<file path="config.mk">
export PLATFORM = sky130hd
export DESIGN_NAME = control_unit_mc
export DESIGN_NICKNAME = d
export VERILOG_FILES = /design/src/rtl/global_pkg.sv /design/src/rtl/cu_timeout_counter.sv /design/src/rtl/control_unit_mc.sv
export SDC_FILE = /design/constraint.sdc
export NUM_CORES = 1
export LEC_CHECK = 0
export CAP_MARGIN = 10
export CORE_ASPECT_RATIO = 0.7
export CORE_MARGIN = 2
export CORE_UTILIZATION = 40
export DETAILED_ROUTE_END_ITERATION = 10
export PLACE_DENSITY = 0.84
export SKIP_LAST_GASP = 1
export SYNTH_ARGS = -nofsm -noshare
export SYNTH_HDL_FRONTEND = slang
export SYNTH_SLANG_ARGS = --single-unit
</file>
<file path="constraint.sdc">
create_clock -name clk -period 1.9 [get_ports clk]
set_input_delay 0.38 -clock clk [delete_from_list [all_inputs] [get_ports clk]]
set_output_delay 0.38 -clock clk [all_outputs]
set_load 0.01 [all_outputs]
</file>
<file path="src/rtl/global_pkg.sv">
// rtl/global_pkg.sv - shared decode types, opcodes and select encodings for the control unit
package global_pkg;

  localparam logic [6:0] LOAD   = 7'b0000011;
  localparam logic [6:0] OP_IMM = 7'b0010011;
  localparam logic [6:0] AUIPC  = 7'b0010111;
  localparam logic [6:0] STORE  = 7'b0100011;
  localparam logic [6:0] OP     = 7'b0110011;
  localparam logic [6:0] LUI    = 7'b0110111;
  localparam logic [6:0] BRANCH = 7'b1100011;
  localparam logic [6:0] JALR   = 7'b1100111;
  localparam logic [6:0] JAL    = 7'b1101111;

  localparam logic [6:0] MULDIV_FUNCT7 = 7'b0000001;

  typedef struct packed {
    logic [6:0] funct7;
    logic [6:0] opcode;
  } decode_t;

  typedef enum logic [1:0] {I_IMM_SRC, REG_SRC} sr2_src_t;

  typedef enum logic [2:0] {
    ALU_INPUT, U_IMM_SRC, AUIPC_SRC, PC_SRC, LOAD_SRC, MULDIV_SRC
  } regfile_src_t;

  typedef enum logic [1:0] {J_IMM, I_IMM, B_IMM} jmp_target_src_t;

  typedef enum logic [1:0] {MEM_NONE, LOAD_DATA, STORE_DATA} memory_operation_t;

  typedef enum logic [1:0] {IDLE, MEM, MULDIV, FAULT} cu_state_t;

endpackage

</file>
<file path="src/rtl/cu_timeout_counter.sv">
// rtl/cu_timeout_counter.sv - bus-cycle watchdog; expired on the last allowed wait cycle
module cu_timeout_counter #(
  parameter int MEM_TIMEOUT = 16,
  parameter int TMO_W       = $clog2(MEM_TIMEOUT + 1)
) (
  input  logic clk,
  input  logic rst,
  input  logic clear,
  input  logic enable,
  output logic expired
);

  logic [TMO_W-1:0] count;

  always_ff @(posedge clk) begin
    if (rst || clear) begin
      count <= '0;
    end else if (enable) begin
      count <= count + 1'b1;
    end
  end

  assign expired = (count == TMO_W'(MEM_TIMEOUT - 1));

endmodule

</file>
<file path="src/rtl/control_unit_mc.sv">
// rtl/control_unit_mc.sv - multi-cycle instruction control unit with bus-fault and muldiv sequencing
module control_unit_mc
  import global_pkg::*;
#(
  parameter int MEM_TIMEOUT = 16,
  parameter int TMO_W       = $clog2(MEM_TIMEOUT + 1),
  parameter int ENABLE_M    = 1
) (
  input  logic              clk,
  input  logic              rst,
  input  logic              execute,
  input  decode_t           decode_bus,
  output logic              busy,
  output logic              done,
  output sr2_src_t          sr2_src,
  output regfile_src_t      regfile_src,
  output jmp_target_src_t   jmp_target_src,
  output logic              regfile_wr,
  output logic              jump,
  output logic              enable_branch,
  output memory_operation_t memory_operation,
  output logic              cyc,
  input  logic              ack,
  input  logic              err,
  output logic              muldiv_start,
  input  logic              muldiv_done,
  output logic              illegal_instr,
  output logic              bus_fault
);

  cu_state_t  state;
  logic [6:0] op_q;
  logic [6:0] opc;
  logic       m_enc;
  logic       tmo_expired;
  logic       mem_fault;

  // Selects follow the live decode while idle and the latched opcode otherwise.
  assign opc       = (state == IDLE) ? decode_bus.opcode : op_q;
  assign m_enc     = (decode_bus.opcode == OP) && (decode_bus.funct7 == MULDIV_FUNCT7);
  assign mem_fault = err || (!ack && tmo_expired);

  cu_timeout_counter #(
    .MEM_TIMEOUT(MEM_TIMEOUT),
    .TMO_W      (TMO_W)
  ) u_timeout (
    .clk    (clk),
    .rst    (rst),
    .clear  (state != MEM),
    .enable ((state == MEM) && !ack && !err),
    .expired(tmo_expired)
  );

  always_ff @(posedge clk) begin
    if (rst) begin
      state <= IDLE;
      op_q  <= '0;
    end else begin
      case (state)
        IDLE: begin
          if (execute) begin
            op_q <= decode_bus.opcode;
            if (decode_bus.opcode == LOAD || decode_bus.opcode == STORE) begin
              state <= MEM;
            end else if (m_enc && ENABLE_M != 0) begin
              state <= MULDIV;
            end
          end
        end
        MEM: begin
          if (mem_fault) begin
            state <= FAULT;
          end else if (ack) begin
            state <= IDLE;
          end
        end
        MULDIV: if (muldiv_done) state <= IDLE;
        default: state <= IDLE;
      endcase
    end
  end

  always_comb begin
    busy             = 1'b0;
    done             = 1'b0;
    sr2_src          = I_IMM_SRC;
    regfile_src      = ALU_INPUT;
    jmp_target_src   = J_IMM;
    regfile_wr       = 1'b0;
    jump             = 1'b0;
    enable_branch    = 1'b0;
    memory_operation = MEM_NONE;
    cyc              = 1'b0;
    muldiv_start     = 1'b0;
    illegal_instr    = 1'b0;
    bus_fault        = 1'b0;
    if (!rst && (state != IDLE || execute)) begin
      case (opc)
        OP:     sr2_src = REG_SRC;
        LUI:    regfile_src = U_IMM_SRC;
        AUIPC:  regfile_src = AUIPC_SRC;
        JAL:    regfile_src = PC_SRC;
        JALR: begin
          regfile_src    = PC_SRC;
          jmp_target_src = I_IMM;
        end
        BRANCH: jmp_target_src = B_IMM;
        LOAD:   regfile_src = LOAD_SRC;
        default: ;
      endcase
      case (state)
        IDLE: begin
          case (opc)
            OP_IMM, LUI, AUIPC: begin
              regfile_wr = 1'b1;
              done       = 1'b1;
            end
            OP: begin
              if (!m_enc) begin
                regfile_wr = 1'b1;
                done       = 1'b1;
              end else if (ENABLE_M != 0) begin
                muldiv_start = 1'b1;
                busy         = 1'b1;
              end else begin
                illegal_instr = 1'b1;
                done          = 1'b1;
              end
            end
            JAL, JALR: begin
              regfile_wr = 1'b1;
              jump       = 1'b1;
              done       = 1'b1;
            end
            BRANCH: begin
              enable_branch = 1'b1;
              done          = 1'b1;
            end
            LOAD, STORE: busy = 1'b1;
            default: begin
              illegal_instr = 1'b1;
              done          = 1'b1;
            end
          endcase
        end
        MEM: begin
          busy             = 1'b1;
          cyc              = 1'b1;
          memory_operation = (op_q == LOAD) ? LOAD_DATA : STORE_DATA;
          if (!mem_fault && ack) begin
            done       = 1'b1;
            regfile_wr = (op_q == LOAD);
          end
        end
        MULDIV: begin
          busy        = 1'b1;
          regfile_src = MULDIV_SRC;
          if (muldiv_done) begin
            regfile_wr = 1'b1;
            done       = 1'b1;
          end
        end
        default: begin
          busy      = 1'b1;
          done      = 1'b1;
          bus_fault = 1'b1;
        end
      endcase
    end
  end

endmodule
</file>
# After elaboration in Yosys (flattened, before gate mapping)
# Index checks and enable logic that the tools add are counted.
# word_totals
reg_bits	14
out_inout_bits	18
elab_cells	97
# classes
n_addsub	1
n_eq_ne	22
mux	48
n_reduce_logical	23
# ops
op	count
$eq 7x6->1 const B	5
$mux 1	27
$eq 7x2->1 const B	3
$eq 7x7->1 const B	3
$mux 2	10
$eq 7x5->1 const B	2
$pmux 3 s4	1
$reduce_or 9->1	1
$eq 7x1->1 const B	1
$mux 7	1
$logic_and 1x1->1	6
$mux 3	2
$pmux 1 s2	3
$pmux 1 s3	2
$pmux 2 s3	1
$add 5x1->5 const B	1
$eq 5x4->1 const B	1
$reduce_or 5->1	1
$logic_not 1->1	4
$logic_or 1x1->1	4
$ne 2x2->1 const B	2
$pmux 2 s2	1
$reduce_and 4->1	1
$reduce_or 2->1	2
other kinds (9)	9

# Longest topological paths before layout
# logic_depth
ltp_word	8
depth_mapped	7
depth_no_buf	7

# Hierarchy
# A second synthesis with hierarchy kept.
# hier_totals
hier_cells	146
area_unflattened_um2	1117.3
# modules_own_cells
module	instances	cells_each	area_per_inst_um2	seq_area_each_um2
control_unit_mc	1	122	859.6	180.2
cu_timeout_counter	1	24	257.7	100.1

# Worst setup path before layout
# No wires, ideal clock.
# synth_timing
path_type	register to output
startpoint	register state[1]
endpoint	output illegal_instr
arrival_time_ps	1688
t_required_ps	1520
path_slack_ps	-168
stages_incl_launch_ff	8
path_cell_list	dfxtp_1 -> buf_6 -> or2_1 -> buf_6 -> nor3b_1 -> o21ai_2 -> or3_1 -> and4b_1
# synth_via
elab_chain_len	7
elab_cells_between_ends	18
# synth_rtl
element	line	text
start: declaration	control_unit_mc.sv:31	cu_state_t state;
start signal: assignment	control_unit_mc.sv:56	state <= IDLE;
start signal: assignment	control_unit_mc.sv:64	state <= MEM;
start signal: assignment	control_unit_mc.sv:66	state <= MULDIV;
$logic_not 2->1	control_unit_mc.sv:39, control_unit_mc.sv:111	
$mux 7	control_unit_mc.sv:39	assign opc = (state == IDLE) ? decode_bus.opcode : op_q;
$eq 7x6->1 (tied with other cells)	control_unit_mc.sv:113	case (opc)
$reduce_or 9->1 (no source line)	n/a	
$mux 1	n/a	
$mux 1	control_unit_mc.sv:111	case (state)
$mux 1 (*)	control_unit_mc.sv:97	if (!rst && (state != IDLE || execute)) begin
end: declaration	control_unit_mc.sv:27	output logic illegal_instr,
# Mark *: on every way between the ends. The rest lies on a longest branch, timed or not.

# Final worst setup path
# layout_timing
startpoint	register state[0]
endpoint	output regfile_src[1]
# layout_via
elab_chain_len	7
elab_cells_between_ends	15
# layout_rtl
element	line	text
$logic_not 2->1	control_unit_mc.sv:39	
$mux 7	control_unit_mc.sv:39	
$eq 7x7->1	control_unit_mc.sv:98	case (opc)
$reduce_or 2->1 (no source line)	n/a	
$pmux 3 s4	control_unit_mc.sv:98	
$mux 3	control_unit_mc.sv:111	
$mux 3 (*)	control_unit_mc.sv:97	
end: declaration	control_unit_mc.sv:16	output regfile_src_t regfile_src,
# Marks and branches as above.

==> results.py <==
metrics = {
    "timing": {
        "setup_slack_ps": -571.8,
        "setup_tns_ps": -6048,
        "final-hold-violation-count": 0,
        "skew_ps": 1.233,
        "fin_crit_sh": 1.301,
        "min_period_ps": 2472,
        "grt_setup_unrepaired": "true",
        "drv_slew": 0,
        "fmax_mhz": 404.6,
        "setup_viol": 15,
    },
    "cells_and_area": {
        "final_cell_area_um2": 1982,
        "area_delta_synth_final_pct": 82.49,
        "drive_gt1_frac": 0.4719,
        "fill_cells": 171,
        "diodes": 0,
        "finalNetCount": 254,
    },
    "place": {
        "io_buffers": 36,
        "dpl_worst_slack_ps": -950.1,
        "postPlaceCellArea_um2": 1783,
        "place_congestion": 0.8382,
        "dp_hpwl_um": 2823,
    },
    "clock_network": {
        "cts_sinks": 14,
        "cts_tree": "done",
        "clock_path_buffers": 2,
        "cts_hold_buf": 0,
        "cts_made_buffers": 3,
        "root_buffer": "clkbuf_8",
        "clock_latency_ps": 250,
        "cts_max_level": 1,
        "clk_pin_slew_ps": 60,
    },
    "global_routing": {
        "gr-total-overflow": 0,
        "antenna_found_initial": 0,
        "grt_pass1_wl_um": 6134,
        "grt_pass1_vias": 1389,
        "grt_start_max_net_pins": 9,
        "grt_use_total": 0.2661,
    },
    "drt": {
        "ant_nets": 0,
        "post-route-drc-count": 0,
        "vias_per_cell": 5.445,
        "via_count": 1443,
        "avgRoutedWirePerCell_um": 15.02,
        "dr.pass1.iters": 4,
        "drt-total-wl_um": 3980,
        "drt_iter0_markers": 82,
    },
    "critical_path": {
        "rrSetupSlack_ps": 20,
        "r2r_end": "state[1]$_SDFFE_PP0P_",
        "crit_family": "buffers and inverters",
        "critPathBufInv": 4,
        "path_cells": "or2_4 > buf_12 > mux2i_4 > buf_6 > o211a_4 > buf_6 > nand3b_1 > a211oi_2 > buf_2",
        "critPathLaunch": "state[0]$_SDFFE_PP0P_",
        "r2r_cells": 10,
        "start_kind": "register",
        "timing.critical_path.to": "regfile_src[1]",
        "critPathMaxStageDelay_ps": 340,
        "critical_path.slowest_cell": "dfxtp_2",
        "critPathCaptureType": "output port",
        "cp_max_fo": 6,
        "worstReg2RegStart": "state[0]$_SDFFE_PP0P_",
        "crit_top_cell": "buf_6",
        "required_ps": 1520,
        "critPathKind": "reg -> out",
        "cp_data_arrival_time_ps": 2090,
        "crit_cells": 9,
    },
    "power": {
        "seqPwrFrac": 0.312,
        "p_comb_frac": 0.402,
        "finalPower_w": 0.001033,
        "powerDensity_nw_per_um2": 521.5,
        "p_int_w": 0.0007171,
        "power_frac_clock": 0.286,
        "p_sw_w": 0.0003164,
        "p_sw_frac": 0.3061,
        "p_leak_nw": 0.8785,
        "peakVddDrop_v": 0.0003742,
    },
    "synthesis": {
        "yosysSeqAreaShare": 0.2581,
        "syn_area_per_cell_um2": 7.289,
        "synthFlopType": "dfxtp_1",
        "ys_types": 47,
        "yosys_warnings": 0,
        "ys_seq_elements": 14,
        "synth_fp_nets": 171,
        "synthArstFlopShare": 0,
        "synthesis.area_um2": 1086,
        "synth_edf_count": 0,
        "synthCells": 149,
    },
    "outcome": {
        "violations": "setup timing",
        "status": "finished with violations",
    },
    "die": {
        "start_util": 0.4318,
        "die_h_um": 47.60,
        "rows": 15,
        "die_w_um": 66.28,
        "ioPinCount": 38,
        "core_um2": 2515,
        "dieArea_um2": 3155,
    },
    "hold_path": {
        "hold_path_class": "in -> reg",
    },
    "run": {
        "max_cap_violations": 0,
    },
}
## synthesized netlist by cell type, drive strengths merged (2+ instances only)
cell,number,area share
inv,7,0.024
buf,5,0.037
a31oi,2,0.012
mux2i,6,0.067
ha,2,0.023
dfxtp,14,0.26
or2,2,0.012
nor2,18,0.062
nor3b,4,0.028
nand3,2,0.0092
nand2,24,0.083
clkbuf,3,0.010
o21ai,4,0.022
nor4,2,0.012
nand4,2,0.012
xor2,2,0.016
a21oi,11,0.051
nor3,5,0.028
nor2b,4,0.023
a211oi,4,0.028
nand2b,5,0.029
or3,2,0.012
## worst register-to-register path: stages, from the launching register on
cell and delay [ps]:
dfxtp_2 340, or2_4 280, buf_12 130, mux2i_4 190
buf_6 130, o211a_4 140, buf_6 130, buf_4 130
a21boi_2 140, buf_4 120, nor3_2 30
## through the flow
stage,util,hold slack [ps],std cells
floorplan,-,436.4,149
global placement,0.7090,444.9,252
finish,0.7881,405.2,265
detailed placement,0.7090,447.9,252
global route,0.7881,426.6,265
CTS,0.7736,405.0,263
## cells by family (layout without fill, tap and decap cells)
group	count (synthesis)	after routing	share of synthesized area
other cells	1	1	0.003453
simple gates	79	79	0.3767
buf+inv	15	97	0.07143
mux	6	6	0.06682
fa+ha+maj	2	2	0.02304
compound gates	29	29	0.1763
xor+xnor	3	3	0.02420
flops	14	14	0.2581
## final cells by class
class / count / area (um^2) / share of cell area
timing repair buffer: 86 / 688.2 / 0.3472
multi-input combinational: 120 / 885.9 / 0.4470
inverter: 7 / 26.28 / 0.01326
clock buffer: 4 / 55.05 / 0.02778
sequential: 14 / 284.0 / 0.1433
tap: 34 / 42.54 / 0.02146
## routing by layer
layer	vias up	routed length [um]	share of wire	global-route usage
li1	683	-	-	-
met1	689	1635	0.41	0.3224
met2	61	1950	0.49	0.4920
met3	10	307	0.077	0.05647
met4	0	87	0.022	0.07755
met5	-	0	0	0
## state kept, by name, indices dropped and copies added (netlist names)
| register | flops |
|---|---|
| op_q | 7 |
| u_timeout.count | 5 |
| state | 2 |
## layout by cell type (no fill, tap or decap), drive strengths merged, types with 3 or more instances in the layout
master and count:
clkdlybuf4s15 3, a21oi 11, dlygate4sd2 9, dfxtp 14
a211oi 4, clkdlybuf4s50 7, nand2 24, o21ai 4
nand2b 5, inv 7, mux2i 6, nor2 18
nor3b 4, buf 67, nor2b 4, nor3 5
clkbuf 4
## power groups by stage
stage	logic [W]	registers, W	clock network (W)
floorplan	0.000172	0.000323	0
finish	0.000416	0.000322	0.000296
detailed placement	0.000354	0.000324	0
global placement	0.000344	0.000324	0
global route	0.000443	0.000324	0.000307
CTS	0.000397	0.000321	0.000298
## timing repair
item	4_1_cts	5_1_grt
buffers inserted	7	2
setup endpoints to repair	18	18
cloned	0	0
pin swaps	18	4
gates resized for setup	113	8
## worst min-delay path by stage
stage | start | to | cells past startpoint
global route | decode_bus[5] | op_q[5]$_SDFFE_PP0P_ | 3
floorplan | op_q[1]$_SDFFE_PP0P_ | op_q[1]$_SDFFE_PP0P_ | 2
finish | decode_bus[5] | op_q[5]$_SDFFE_PP0P_ | 3
CTS | decode_bus[5] | op_q[5]$_SDFFE_PP0P_ | 3
global placement | op_q[1]$_SDFFE_PP0P_ | op_q[1]$_SDFFE_PP0P_ | 2
detailed placement | op_q[0]$_SDFFE_PP0P_ | op_q[0]$_SDFFE_PP0P_ | 2
Power figures use the tool's default switching activity.
